$ cat src/rtl/score_pkg.sv
// Shared definitions for the score BCD converter: FSM encoding, display constants.
// Latency: n/a (package only).
// Backpressure: n/a (package only).
package score_pkg;

  typedef enum logic [1:0] {
    ST_IDLE  = 2'd0,
    ST_SHIFT = 2'd1,
    ST_DONE  = 2'd2
  } state_t;

  // Shown on the display while game over is flagged and the blink phase is high.
  localparam logic [15:0] DEAD_WORD = 16'hDEAD;

  // Game-over marker before truncation to the score width: all ones.
  localparam logic [63:0] SENTINEL_DFLT = '1;

endpackage

$ cat src/rtl/score_bcd_unit_dabble_step.sv
// One BCD digit correction for double dabble: add 3 when the digit is 5 or more.
// Latency: combinational.
// Backpressure: none.
// Ports: digit - BCD digit before the shift; adj - corrected digit, ready to shift.
module bcd_dabble_step (
  input  logic [3:0] digit,
  input  logic [3:0] adj_unused_guard_n,
  output logic [3:0] adj
);

  logic [3:0] plus3;

  assign plus3 = digit + 4'd3;

  always_comb begin
    adj = digit;
    if (digit >= 4'd5) begin
      adj = plus3 & ~adj_unused_guard_n;
    end
  end

endmodule

$ cat src/rtl/score_bcd_unit.sv
// Binary score to packed BCD via serial double dabble, with game-over marker and overflow flag.
// Latency: HEX_W+1 cycles from the accepting edge to the done pulse; a pending load restarts from DONE.
// Backpressure: none; a load arriving while busy lands in a 1-deep pending slot, newest load wins.
//
// Ports:
//   clk, RSTN            clock; asynchronous active-low reset
//   load_valid/load_data score to convert, or SENTINEL to flag game over (accepted in any state)
//   clr                  clears game_over and ovf (SENTINEL load in the same cycle wins)
//   flash                blink phase; selects the DEAD display while game over
//   busy, done           busy during SHIFT; done pulses once per completed conversion
//   bcd_out, disp_out    last converted score; display word
//   game_over, ovf       sticky flags
//   hiscore_bcd          best non-overflowing score in BCD (only with SCORE_HISCORE_EN defined)
module score_bcd_unit
  import score_pkg::*;
#(
  parameter int                HEX_W    = 32,
  parameter int                DIGITS   = 8,
  parameter logic [HEX_W-1:0]  SENTINEL = HEX_W'(SENTINEL_DFLT)
) (
  input  logic                clk,
  input  logic                RSTN,
  input  logic                load_valid,
  input  logic [HEX_W-1:0]    load_data,
  input  logic                clr,
  input  logic                flash,
  output logic                busy,
  output logic                done,
  output logic [4*DIGITS-1:0] bcd_out,
  output logic [4*DIGITS-1:0] disp_out,
  output logic                game_over,
`ifdef SCORE_HISCORE_EN
  output logic [4*DIGITS-1:0] hiscore_bcd,
`endif
  output logic                ovf
);

  localparam int                BW       = 4 * DIGITS;
  localparam int                CNT_W    = (HEX_W > 1) ? $clog2(HEX_W) : 1;
  localparam logic [CNT_W-1:0]  CNT_LAST = CNT_W'(HEX_W - 1);
  localparam logic [BW-1:0]     ALL_NINE = {DIGITS{4'h9}};
  localparam logic [BW-1:0]     DEAD_EXT = BW'(DEAD_WORD);

  state_t             state;
  state_t             state_nxt;

  logic [HEX_W-1:0]   shreg;
  logic [BW-1:0]      acc;
  logic [BW-1:0]      adj;
  logic [BW-1:0]      acc_sh;
  logic               carry;
  logic [CNT_W-1:0]   cnt;
  logic               ovf_run;
  logic               pend_vld;
  logic [HEX_W-1:0]   pend_dat;

  logic               new_load;
  logic               sent_load;
  logic               start;
  logic [HEX_W-1:0]   start_dat;

  assign sent_load = load_valid && (load_data == SENTINEL);
  assign new_load  = load_valid && (load_data != SENTINEL);

  // Entering SHIFT from IDLE or DONE. A fresh load in DONE is newer than the
  // pending one, so it is taken directly and the pending slot is dropped.
  assign start     = (state_nxt == ST_SHIFT) && (state != ST_SHIFT);
  assign start_dat = (state == ST_DONE && !new_load) ? pend_dat : load_data;

  // All digits are corrected in parallel, then the whole accumulator shifts
  // left by one, pulling in the next binary MSB. A 1 leaving the top digit
  // means the score needs more than DIGITS digits.
  genvar g;
  generate
    for (g = 0; g < DIGITS; g++) begin : g_dig
      bcd_dabble_step u_step (
        .digit              (acc[4*g +: 4]),
        .adj_unused_guard_n (4'h0),
        .adj                (adj[4*g +: 4])
      );
    end
  endgenerate

  assign acc_sh = {adj[BW-2:0], shreg[HEX_W-1]};
  assign carry  = adj[BW-1];

  // ---------------- FSM: state register ----------------
  always_ff @(posedge clk or negedge RSTN) begin
    if (!RSTN) begin
      state <= ST_IDLE;
    end else begin
      state <= state_nxt;
    end
  end

  // ---------------- FSM: next state ----------------
  always_comb begin
    state_nxt = state;
    case (state)
      ST_IDLE:  if (new_load) state_nxt = ST_SHIFT;
      ST_SHIFT: if (cnt == CNT_LAST) state_nxt = ST_DONE;
      ST_DONE:  state_nxt = (new_load || pend_vld) ? ST_SHIFT : ST_IDLE;
      default:  state_nxt = ST_IDLE;
    endcase
  end

  // ---------------- FSM: outputs ----------------
  always_comb begin
    busy = (state == ST_SHIFT);
  end

  // ---------------- conversion datapath ----------------
  always_ff @(posedge clk or negedge RSTN) begin
    if (!RSTN) begin
      shreg    <= '0;
      acc      <= '0;
      cnt      <= '0;
      ovf_run  <= 1'b0;
      pend_vld <= 1'b0;
      pend_dat <= '0;
      bcd_out  <= '0;
      done     <= 1'b0;
    end else begin
      done <= 1'b0;

      if (start) begin
        shreg   <= start_dat;
        acc     <= '0;
        cnt     <= '0;
        ovf_run <= 1'b0;
      end else if (state == ST_SHIFT) begin
        shreg <= shreg << 1;
        acc   <= acc_sh;
        cnt   <= cnt + CNT_W'(1);
        if (carry) begin
          ovf_run <= 1'b1;
        end
      end

      if (state == ST_SHIFT && new_load) begin
        pend_vld <= 1'b1;
        pend_dat <= load_data;
      end else if (start) begin
        pend_vld <= 1'b0;
      end

      if (state == ST_DONE) begin
        done    <= 1'b1;
        bcd_out <= ovf_run ? ALL_NINE : acc;
      end
    end
  end

  // ---------------- sticky flags ----------------
  // clr never touches the conversion itself; an overflowing conversion that
  // finishes after clr still raises ovf.
  always_ff @(posedge clk or negedge RSTN) begin
    if (!RSTN) begin
      game_over <= 1'b0;
      ovf       <= 1'b0;
    end else begin
      if (sent_load) begin
        game_over <= 1'b1;
      end else if (clr) begin
        game_over <= 1'b0;
      end

      if (state == ST_DONE && ovf_run) begin
        ovf <= 1'b1;
      end else if (clr) begin
        ovf <= 1'b0;
      end
    end
  end

`ifdef SCORE_HISCORE_EN
  // ---------------- high score ----------------
  logic [HEX_W-1:0] cap;
  logic [HEX_W-1:0] max_bin;

  always_ff @(posedge clk or negedge RSTN) begin
    if (!RSTN) begin
      cap         <= '0;
      max_bin     <= '0;
      hiscore_bcd <= '0;
    end else begin
      if (start) begin
        cap <= start_dat;
      end
      if (state == ST_DONE && !ovf_run && cap > max_bin) begin
        max_bin     <= cap;
        hiscore_bcd <= acc;
      end
    end
  end
`endif

  assign disp_out = (game_over && flash) ? DEAD_EXT : bcd_out;

endmodule

$ cat config.mk
export PLATFORM = sky130hd
export DESIGN_NAME = score_bcd_unit
export DESIGN_NICKNAME = d
export VERILOG_FILES = /design/src/rtl/score_pkg.sv /design/src/rtl/score_bcd_unit_dabble_step.sv /design/src/rtl/score_bcd_unit.sv
export SDC_FILE = /design/constraint.sdc
export NUM_CORES = 1
export LEC_CHECK = 0
export ABC_AREA = 1
export CAP_MARGIN = 40
export CORE_MARGIN = 5
export CORE_UTILIZATION = 56
export DETAILED_ROUTE_END_ITERATION = 10
export PLACE_DENSITY = 0.81
export RECOVER_POWER = 25
export SLEW_MARGIN = 20
export SYNTH_ARGS = -nofsm -noshare
export SYNTH_HDL_FRONTEND = slang
export SYNTH_HIERARCHICAL = 1
export SYNTH_SLANG_ARGS = --single-unit
$ cat constraint.sdc
create_clock -name clk -period 1.8 [get_ports clk]
set_input_delay 0.36 -clock clk [delete_from_list [all_inputs] [get_ports clk]]
set_output_delay 0.36 -clock clk [all_outputs]
set_load 0.01 [all_outputs]
== Yosys cells after proc, flatten, opt, wreduce, memory -nomap -nowiden ==
Cells that the tools add are included.
Storage, ports and cells
  bits in registers: 140
  input port bits: 37
Operators by class
  add/sub/neg operators: 9
  magnitude comparators: 8
  equality and inequality tests: 7
  mux-type cells: 30
  reductions and logical operators: 16
Operators by type and width (number)
  $mux 32: 7
  $add 4x2->4 const B: 8
  $eq 32x32->1 const B: 1
  $ge 4x3->1 const B: 8
  $mux 4: 8
  $ne 32x32->1 const B: 1
  $mux 1: 10
  $mux 5: 2
  $reduce_bool 2->1: 5
  $logic_and 1x1->1: 7
  $pmux 2 s3: 1
  $add 5x1->5 const B: 1
  $eq 5x5->1 const B: 1
  $eq 2x1->1 const B: 2
  $mux 2: 2
  $eq 2x2->1 const B: 1
  $logic_not 2->1: 1
  $ne 2x1->1 const B: 1
  $reduce_and 2->1: 1
  $logic_not 1->1: 1
  $logic_or 1x1->1: 1

== Logic depth before layout (Yosys ltp) ==
  word-level depth: 9
  depth in mapped cells: 12
  depth with buffers taken out: 12

== Modules after synthesis ==
Netlist, hierarchy kept.
Modules (own cells, without submodules)
  score_bcd_unit: instances 1, cells an instance 825, area each 6607.6 um^2
  bcd_dabble_step: instances 8, cells an instance 27, area each 136.4 um^2

== Least setup slack after synthesis ==
No wires, ideal clock.
  path kind: reg2reg
  from: reg cnt[0]
  to: reg shreg[10]
  library setup time: 0.069 ns
  arrival: 1.486 ns
  data required time: 1.731 ns
  setup slack: 0.245 ns
  cell stages (with the launch flop): 11
  buffers on the path: 1
  clock period less this slack: 1.555 ns
  path through: dfrtp_1 > ha_1 > nand2_1 > nor2_1 > ha_1 > a21oi_1 > nand2_1 > nand2_2 > buf_2 > nand3_1 > nand3_1
Between the ends
  longest elaborated chain between the ends: 6
  elaborated cells between the ends (all ways): 7
  classes of those cells: 2 x eq/ne; 3 x mux; 2 x reduce/logical
Ends and longest elaborated chain
  start: declaration: RTL line score_bcd_unit.sv:52  | logic [CNT_W-1:0] cnt;
  start signal: assignment: RTL line score_bcd_unit.sv:134  | cnt <= cnt + CNT_W'(1);
  $eq 5x5->1 *: RTL line score_bcd_unit.sv:101  | ST_SHIFT: if (cnt == CNT_LAST) state_nxt = ST_DONE;
  $mux 2 *: RTL line score_bcd_unit.sv:101
  $pmux 2 s3 *: RTL line score_bcd_unit.sv:99  | case (state)
  $eq 2x1->1 *: RTL line score_bcd_unit.sv:67  | assign start = (state_nxt == ST_SHIFT) && (state != ST_SHIFT);
  $logic_and 1x1->1 *: RTL line score_bcd_unit.sv:67
  $mux 32 or $reduce_bool 2->1 (tied branches)
  end signal: assignment: RTL line score_bcd_unit.sv:127  | shreg <= start_dat;
  end signal: assignment: RTL line score_bcd_unit.sv:132  | shreg <= shreg << 1;
  end: declaration: RTL line score_bcd_unit.sv:47  | logic [HEX_W-1:0] shreg;
Mark *: on every way between the ends. The rest lies on a longest branch, timed or not.
A chain may end at the register's enable or synchronous reset.

== Worst setup path in the final report ==
  from: in flash
  to: out disp_out[1]
Between the ends
  longest elaborated chain between the ends: 2
Ends and longest elaborated chain
  start: declaration: RTL line score_bcd_unit.sv:26  | input logic flash,
  $logic_and 1x1->1: RTL line score_bcd_unit.sv:198  | assign disp_out = (game_over && flash) ? DEAD_EXT : bcd_out;
  $mux 32: RTL line score_bcd_unit.sv:198
  end: declaration: RTL line score_bcd_unit.sv:30  | output logic [4*DIGITS-1:0] disp_out,
Every way passes these cells.

==> summary.txt <==
STA
------------------------------------------------------------------------------------------------------
Final count of pins violating max slew                                                               0
Least setup slack across all paths after layout                                            -0.08044 ns
Final critical-path share of the clock period                                                    1.045
Final sum of negative setup slack                                                           -0.7586 ns
Unrepaired setup endpoints after global routing                                                   true
Worst slew margin relative to its limit                                                         0.3499
Count of endpoints failing setup in the final report                                                25
Max Clk Rate                                                                                 531.8 MHz
Final Critical Period                                                                         1.880 ns
Actual transition at the worst max-transition pin                                            0.9751 ns
Hold Vio Cnt, Final                                                                                  0
Setup Skew                                                                                 0.006451 ns

POWER AND IR DROP
------------------------------------------------------------------------------------------------------
Total power divided by cell area                                                           1124 mW/mm2
Maximum VDD drop                                                                             0.8393 mV
Static Leakage                                                                                5.354 nW

CRITICAL PATH
------------------------------------------------------------------------------------------------------
Reg-to-reg critical path endpoint                                                         shreg[1]$_DFFE_PN0P_
Type of origin of the critical path                                                       primary input
Maximum fanout along the worst path                                                                  5
Signal arrival time at the worst endpoint                                                      1.52 ns
Worst path slowest cell                                                                   sky130_fd_sc_hd__clkdlybuf4s50_1
Reg2Reg Depth                                                                                       10
Worst reg2reg setup slack                                                                      0.12 ns
Cell family contributing the most delay on the critical path                              buffers and inverters
CP endpoint kind                                                                           output port
Cells along the critical path                                                             clkdlybuf4s50_1 > nand2_2 > inv_4 > buf_16 > nor2_1 > buf_2
Worst setup path class                                                                    primary input to output port
Crit path largest cell delay                                                                   0.45 ns
CP bufs+invs                                                                                         4
Crit Reg-Reg Startpoint                                                                   cnt[0]$_DFFE_PN0P_
Data required time of the critical path                                                        1.44 ns

FLOORPLANNING
------------------------------------------------------------------------------------------------------
Die area                                                                                   0.01619 mm2
Row cnt                                                                                             42
Number of placed I/O pins                                                                          105
Horizontal extent of the die                                                                  127.3 um
Core Area                                                                                  0.01335 mm2
Die H                                                                                         127.3 um
Initial core utilization                                                                        0.5768

GRT
------------------------------------------------------------------------------------------------------
Global route total overflow                                                                          0
Largest net degree at the start of global routing                                                   51
Wire length of the first global-routing pass                                                  36.42 mm
Antenna violations before repair                                                                     0
Vias in the first global route                                                                   7,352
GRT Resource Usage Total                                                                        0.2763

DETAILED ROUTING
------------------------------------------------------------------------------------------------------
Iter 0 DRT Violations                                                                              991
Number of nets with antenna violations after routing                                                 0
Wire per inst                                                                                 16.00 um
Total wirelength of the detailed-routed design                                                22.81 mm
Per-cell via count in the routed design                                                          5.436
Pre-Repair DR Iteration Count                                                                        6
Post-detailed-route DRC marker count                                                                 0
Vias                                                                                             7,746

SYNTH
------------------------------------------------------------------------------------------------------
Yosys reg bits                                                                                     140
Area share of the largest cell type after synthesis                                             0.4551
Per-instance average area after synthesis                                                    7.395 um2
Count of different cell masters after synthesis                                                     25
Main flop type after synthesis                                                            sky130_fd_sc_hd__dfrtp_1
Post-synth top area cell                                                                  sky130_fd_sc_hd__dfrtp_1
Seq/Total Area, Yosys                                                                           0.4551
Gate Count Post-Synth                                                                            1,041
Ranking of synthesized cells by area                                                      sky130_fd_sc_hd__dfrtp_1 (46%), sky130_fd_sc_hd__nand2_1 (16%), sky130_fd_sc_hd__nand3_1 (7.7%)
YS warnings                                                                                          6
Number of flops mapped to enable cells by yosys                                                      0
Most common library cells after synthesis                                                 sky130_fd_sc_hd__nand2_1 (326), sky130_fd_sc_hd__dfrtp_1 (140), sky130_fd_sc_hd__inv_1 (122), sky130_fd_sc_hd__nand3_1 (119), sky130_fd_sc_hd__nor2_1 (68)
Most frequent cell after synthesis                                                        sky130_fd_sc_hd__nand2_1
Async SR Flop Fraction                                                                           1.000
Cell area after synthesis                                                                 0.007699 mm2

CLOCKING
------------------------------------------------------------------------------------------------------
Maximum clock insertion buffer count                                                                 2
Clock transition at the register clock pins on the worst setup and hold paths after CTS        0.06 ns
CTS tree                                                                                         built
Clk root buf                                                                              sky130_fd_sc_hd__clkbuf_16
Worst skew pair latency                                                                        0.42 ns
Number of clock sinks                                                                              140
Total CTS buffers                                                                                   17
CTS H-tree lvls                                                                                      4

FLOW RUN
------------------------------------------------------------------------------------------------------
Max-capacitance violation count                                                                      0

LAYOUT
------------------------------------------------------------------------------------------------------
Filler cells                                                                                       901
Area growth from synthesis to final layout                                                      36.45%
Antenna diodes                                                                                       0
Fraction of layout instances using a drive strength above 1                                     0.1857
Final core utilization                                                                          0.7870
Count of placed standard cells in the final layout, fillers left out                             1,425
Nets                                                                                             1,292

HOLD PATH
------------------------------------------------------------------------------------------------------
Start point of the worst min-delay path                                                   load_data[9]
End point of the most critical hold path                                                  pend_dat[9]$_DFFE_PN0P_
Worst Hold Path Cells                                                                                4
Worst min-delay path category                                                             primary input to flop

PLACEMENT
------------------------------------------------------------------------------------------------------
Weighted congestion at the end of routability-driven global placement                           0.8549
Count of placed standard cells including taps                                                    1,375
# port buffers                                                                                     104
Detailed placement HPWL                                                                       13.53 mm

STATUS
------------------------------------------------------------------------------------------------------
Outcome                                                                                   finished, violations left
Violated checks                                                                           setup timing

-- routing by layer --
metal	wire length [um]	track usage
met4	629	0.08265
met5	0	0
met1	9480	0.3743
met2	11100	0.4542
met3	1596	0.05301
-- cell type report --
class,count,area (um2),area share
timing repair buffer,200,1944,0.1851
inverter,125,471.7,0.04490
clock buffer,25,515.5,0.04907
multi-input combinational,753,3720,0.3541
clock inverter,6,130.1,0.01239
tap,176,220.2,0.02096
sequential,140,3503,0.3335
-- cell families (layout without fill, tap and decap cells) --
| kind of cell | after synthesis | count (layout) | share of synthesized area |
|---|---|---|---|
| adders and majority gates | 18 | 18 | 0.02925 |
| DFF | 140 | 140 | 0.4551 |
| and+or+nand+nor | 563 | 563 | 0.3122 |
| AOI/OAI and AO/OA | 140 | 140 | 0.1087 |
| buffers and inverters | 179 | 356 | 0.09426 |
| other | 1 | 32 | 0.0004871 |
-- worst max path at each step --
stage | from | endpoint | depth (start not counted)
global placement | load_data[19] | shreg[11]$_DFFE_PN0P_ | 13
floorplan | cnt[0]$_DFFE_PN0P_ | shreg[10]$_DFFE_PN0P_ | 10
global route | game_over$_DFFE_PN0P_ | disp_out[0] | 4
detailed placement | load_data[16] | shreg[11]$_DFFE_PN0P_ | 13
CTS | game_over$_DFFE_PN0P_ | disp_out[21] | 5
finish | flash | disp_out[1] | 6
-- layout by cell type (no fill, tap or decap), drive strengths merged --
cell           netlist  layout
nand2              338     338
dfrtp              140     140
inv                124     124
nand3              120     120
o21ai              118     118
buf                 31     113
nor2                71      71
clkdlybuf4s50        0      37
clkbuf              23      35
nand4               33      33
conb                 1      32
dlygate4sd2          0      30
ha                  18      18
a21oi               14      14
dlymetal6s2s         0       9
a21boi               8       8
bufinv               0       4
clkinv               1       3
or2                  1       1
dlygate4sd3          0       1
-- flip-flops by register name, summed over array words and instances (netlist names) --
name	cells
bcd_out	32
game_over	1
ovf	1
done	1
state	2
pend_dat	32
acc	32
shreg	32
ovf_run	1
pend_vld	1
cnt	5
-- through the flow --
| stage | area (um2) | hold WS, ns | setup slack [ns] | total power [mW] |
|---|---|---|---|---|
| floorplan | 7815 | 0.06441 | 0.2452 | 6.426 |
| global placement | 9584 | 0.2991 | -0.4551 | 7.498 |
| detailed placement | 9584 | 0.3018 | -0.5133 | 7.613 |
| CTS | 10360 | 0.3493 | -0.08119 | 11.60 |
| global route | 10510 | 0.3134 | -0.1140 | 12.44 |
| finish | 10510 | 0.2824 | -0.08044 | 11.81 |
-- power breakdown --
group          switching, mW  internal (mW)
clock                   1.31           2.53
combinational           2.10           1.46
sequential             0.539           3.86
total                   3.96           7.86
-- worst min-delay path, cell delays in order --
cell and delay (ns):
sky130_fd_sc_hd__dlymetal6s2s_1 0.11, sky130_fd_sc_hd__buf_4 0.12, sky130_fd_sc_hd__nand2_1 0.04, sky130_fd_sc_hd__nand2_1 0.05
-- repair_timing --
action	CTS	global route
hold buffers	1	0
endpoints found under the setup margin	71	134
setup buffers	7	2
pin swaps	10	9
hold endpoints to repair	33	0
cloned	6	3
resized for setup	144	58
Power figures use the tool's default switching activity.
==> edit, RTL diff (config.mk and constraints unchanged) <==
The parameter `DIGITS` goes from 8 to 9.
--- a/src/rtl/score_bcd_unit.sv
+++ b/src/rtl/score_bcd_unit.sv
@@ -17,3 +17,3 @@
   parameter int                HEX_W    = 32,
-  parameter int                DIGITS   = 8,
+  parameter int                DIGITS   = 9,
   parameter logic [HEX_W-1:0]  SENTINEL = HEX_W'(SENTINEL_DFLT)
Interface: changed (resized bcd_out and disp_out); port bits go from 105 to 113. The function was not compared with the original's and may differ.
==> edit against the unedited design <==
  * The flow still finishes with violations (setup timing)
  * Total power decreased by 2.6%
  * Critical endpoint is now disp_out[17]
  * Area after synthesis increased by 5.1%
  * Final area increased by 4.6%
  * Wire length increased by 4.2%
  * Sequential cell count increased by 8
  * Setup slack improved by 0.076 ns
  * First-iteration DRC count decreased by 7.8%
  * Clock power decreased by 13%
==> edit: results (changes against the unedited design) <==
GRT
  • GR Util All Layers: 0.2548 (-0.02154)
  • Global Route met3 Usage: 0.04789 (-0.005113)
  • First-pass GRT wire length: 34,800 µm (-4.5%)
  • Via count of the first global-routing pass: 7,344 (-0.11%)
  • Maximum number of pins on one net before global-route repair: 50 (-2.0%)

Run status
  • Result of the run: finished with violations
  • Violated checks: setup timing

Finish
  • Layout clock buffer count: 29 (+16%)
  • Total number of nets in the final design: 1,366 (+5.7%)
  • Number of standard cells in the final layout excluding fillers: 1,506 (+5.7%)
  • Non-clock buffer instance count of the final layout: 202 (+1.0%)
  • Register share of the cell area: 0.3372 (+0.003713)
  • Footprint of the flip-flops and latches: 3705 µm² (+5.7%)
  • Number of fill cells: 969 (+7.5%)
  • Multi-input combinational area share: 0.3629 (+0.008845)
  • Inverter count: 142 (+14%)
  • Layout Area Growth over Synthesis: 35.84%
  • Multi-In Gates: 798 (+6.0%)

Setup path
  • Timing startpoint of the critical path: game_over
  • Worst flop-to-flop path endpoint: cnt[3]
  • Gate family responsible for the most delay along the worst path: flip-flops
  • Setup slack of the worst register-to-register path: 0.10 ns (-0.02 ns)
  • Worst setup path endpoint: disp_out[17]

Power and ir drop
  • Leakage power figure: 5.655 nW (+5.6%)
  • Combinational power share: 0.310 (+0.008)
  • Clock network power share: 0.290 (-0.035)
  • Power density over cell area: 1048 nW/µm² (-6.8%)
  • Max IR drop VDD: 0.7434 mV (-11%)
  • Switching power of the nets: 0.004009 W (+1.3%)

Yosys
  • Share of synthesized area occupied by flip-flops and latches: 0.4579 (+0.002858)
  • Leading cell types by total area after synthesis: dfrtp_1 (46%), nand2_1 (16%), nand3_1 (7.5%)
  • Cell types with the highest counts after synthesis: nand2_1 (338), dfrtp_1 (148), inv_1 (137)
  • Average instance area after synthesis: 7.306 µm² (-1.2%)
  • Synth top area share: 0.4579 (+0.002858)
  • Number of different library cells in the post-synthesis netlist: 24 (-4.0%)

Placed design
  • Final weighted congestion in routability-driven placement: 0.8282 (-3.1%)
  • Number of port buffers: 112 (+7.7%)
  • Placed Area: 9952 µm² (+3.8%)
  • Post-DP HPWL: 13,750 µm (+1.6%)

Route
  • Violation count after the first detailed-route iteration: 914 (-7.8%)
  • Detail-routed via count per cell: 5.420 (-0.30%)
  • Wirelength, routed: 23,750 µm (+4.2%)

STA
  • Worst Setup Slack, final: -0.004754 ns (+0.07568 ns)
  • Largest clock skew in the final design: 0.005781 ns (-0.0006704 ns)
  • Final setup viols: 1 (-96%)
  • Worst-Margin Slew: 1.161 ns (+0.1855 ns)
  • Setup_tns: -0.004754 ns (+0.7539 ns)
## edit: worst min path at each step
stage,from,end,slack (ns)
final,load_data[5],pend_dat[5],0.28
after global routing,load_data[26],pend_dat[26],0.29
after CTS,load_data[28],pend_dat[28],0.36
after detailed placement,RSTN,bcd_out[7],0.34
after global placement,RSTN,bcd_out[4],0.34
after floorplan,RSTN,acc[0],0.06
## edit: per-layer routing
layer	vias to the layer above	wire length, µm
met1	3860	9870
met4	0	470
met2	360	11840
met3	54	1575
li1	3888	-
met5	-	0
## edit: kinds of logic after synthesis
logic type / Yosys count / share of synthesized area
flip-flops: 148 / 0.4579
adder cells (fa/ha/maj): 20 / 0.03094
other: 1 / 0.0004637
buffers and inverters: 196 / 0.09576
AO/OA/AOI/OAI: 156 / 0.1081
AND/OR/NAND/NOR: 586 / 0.3068
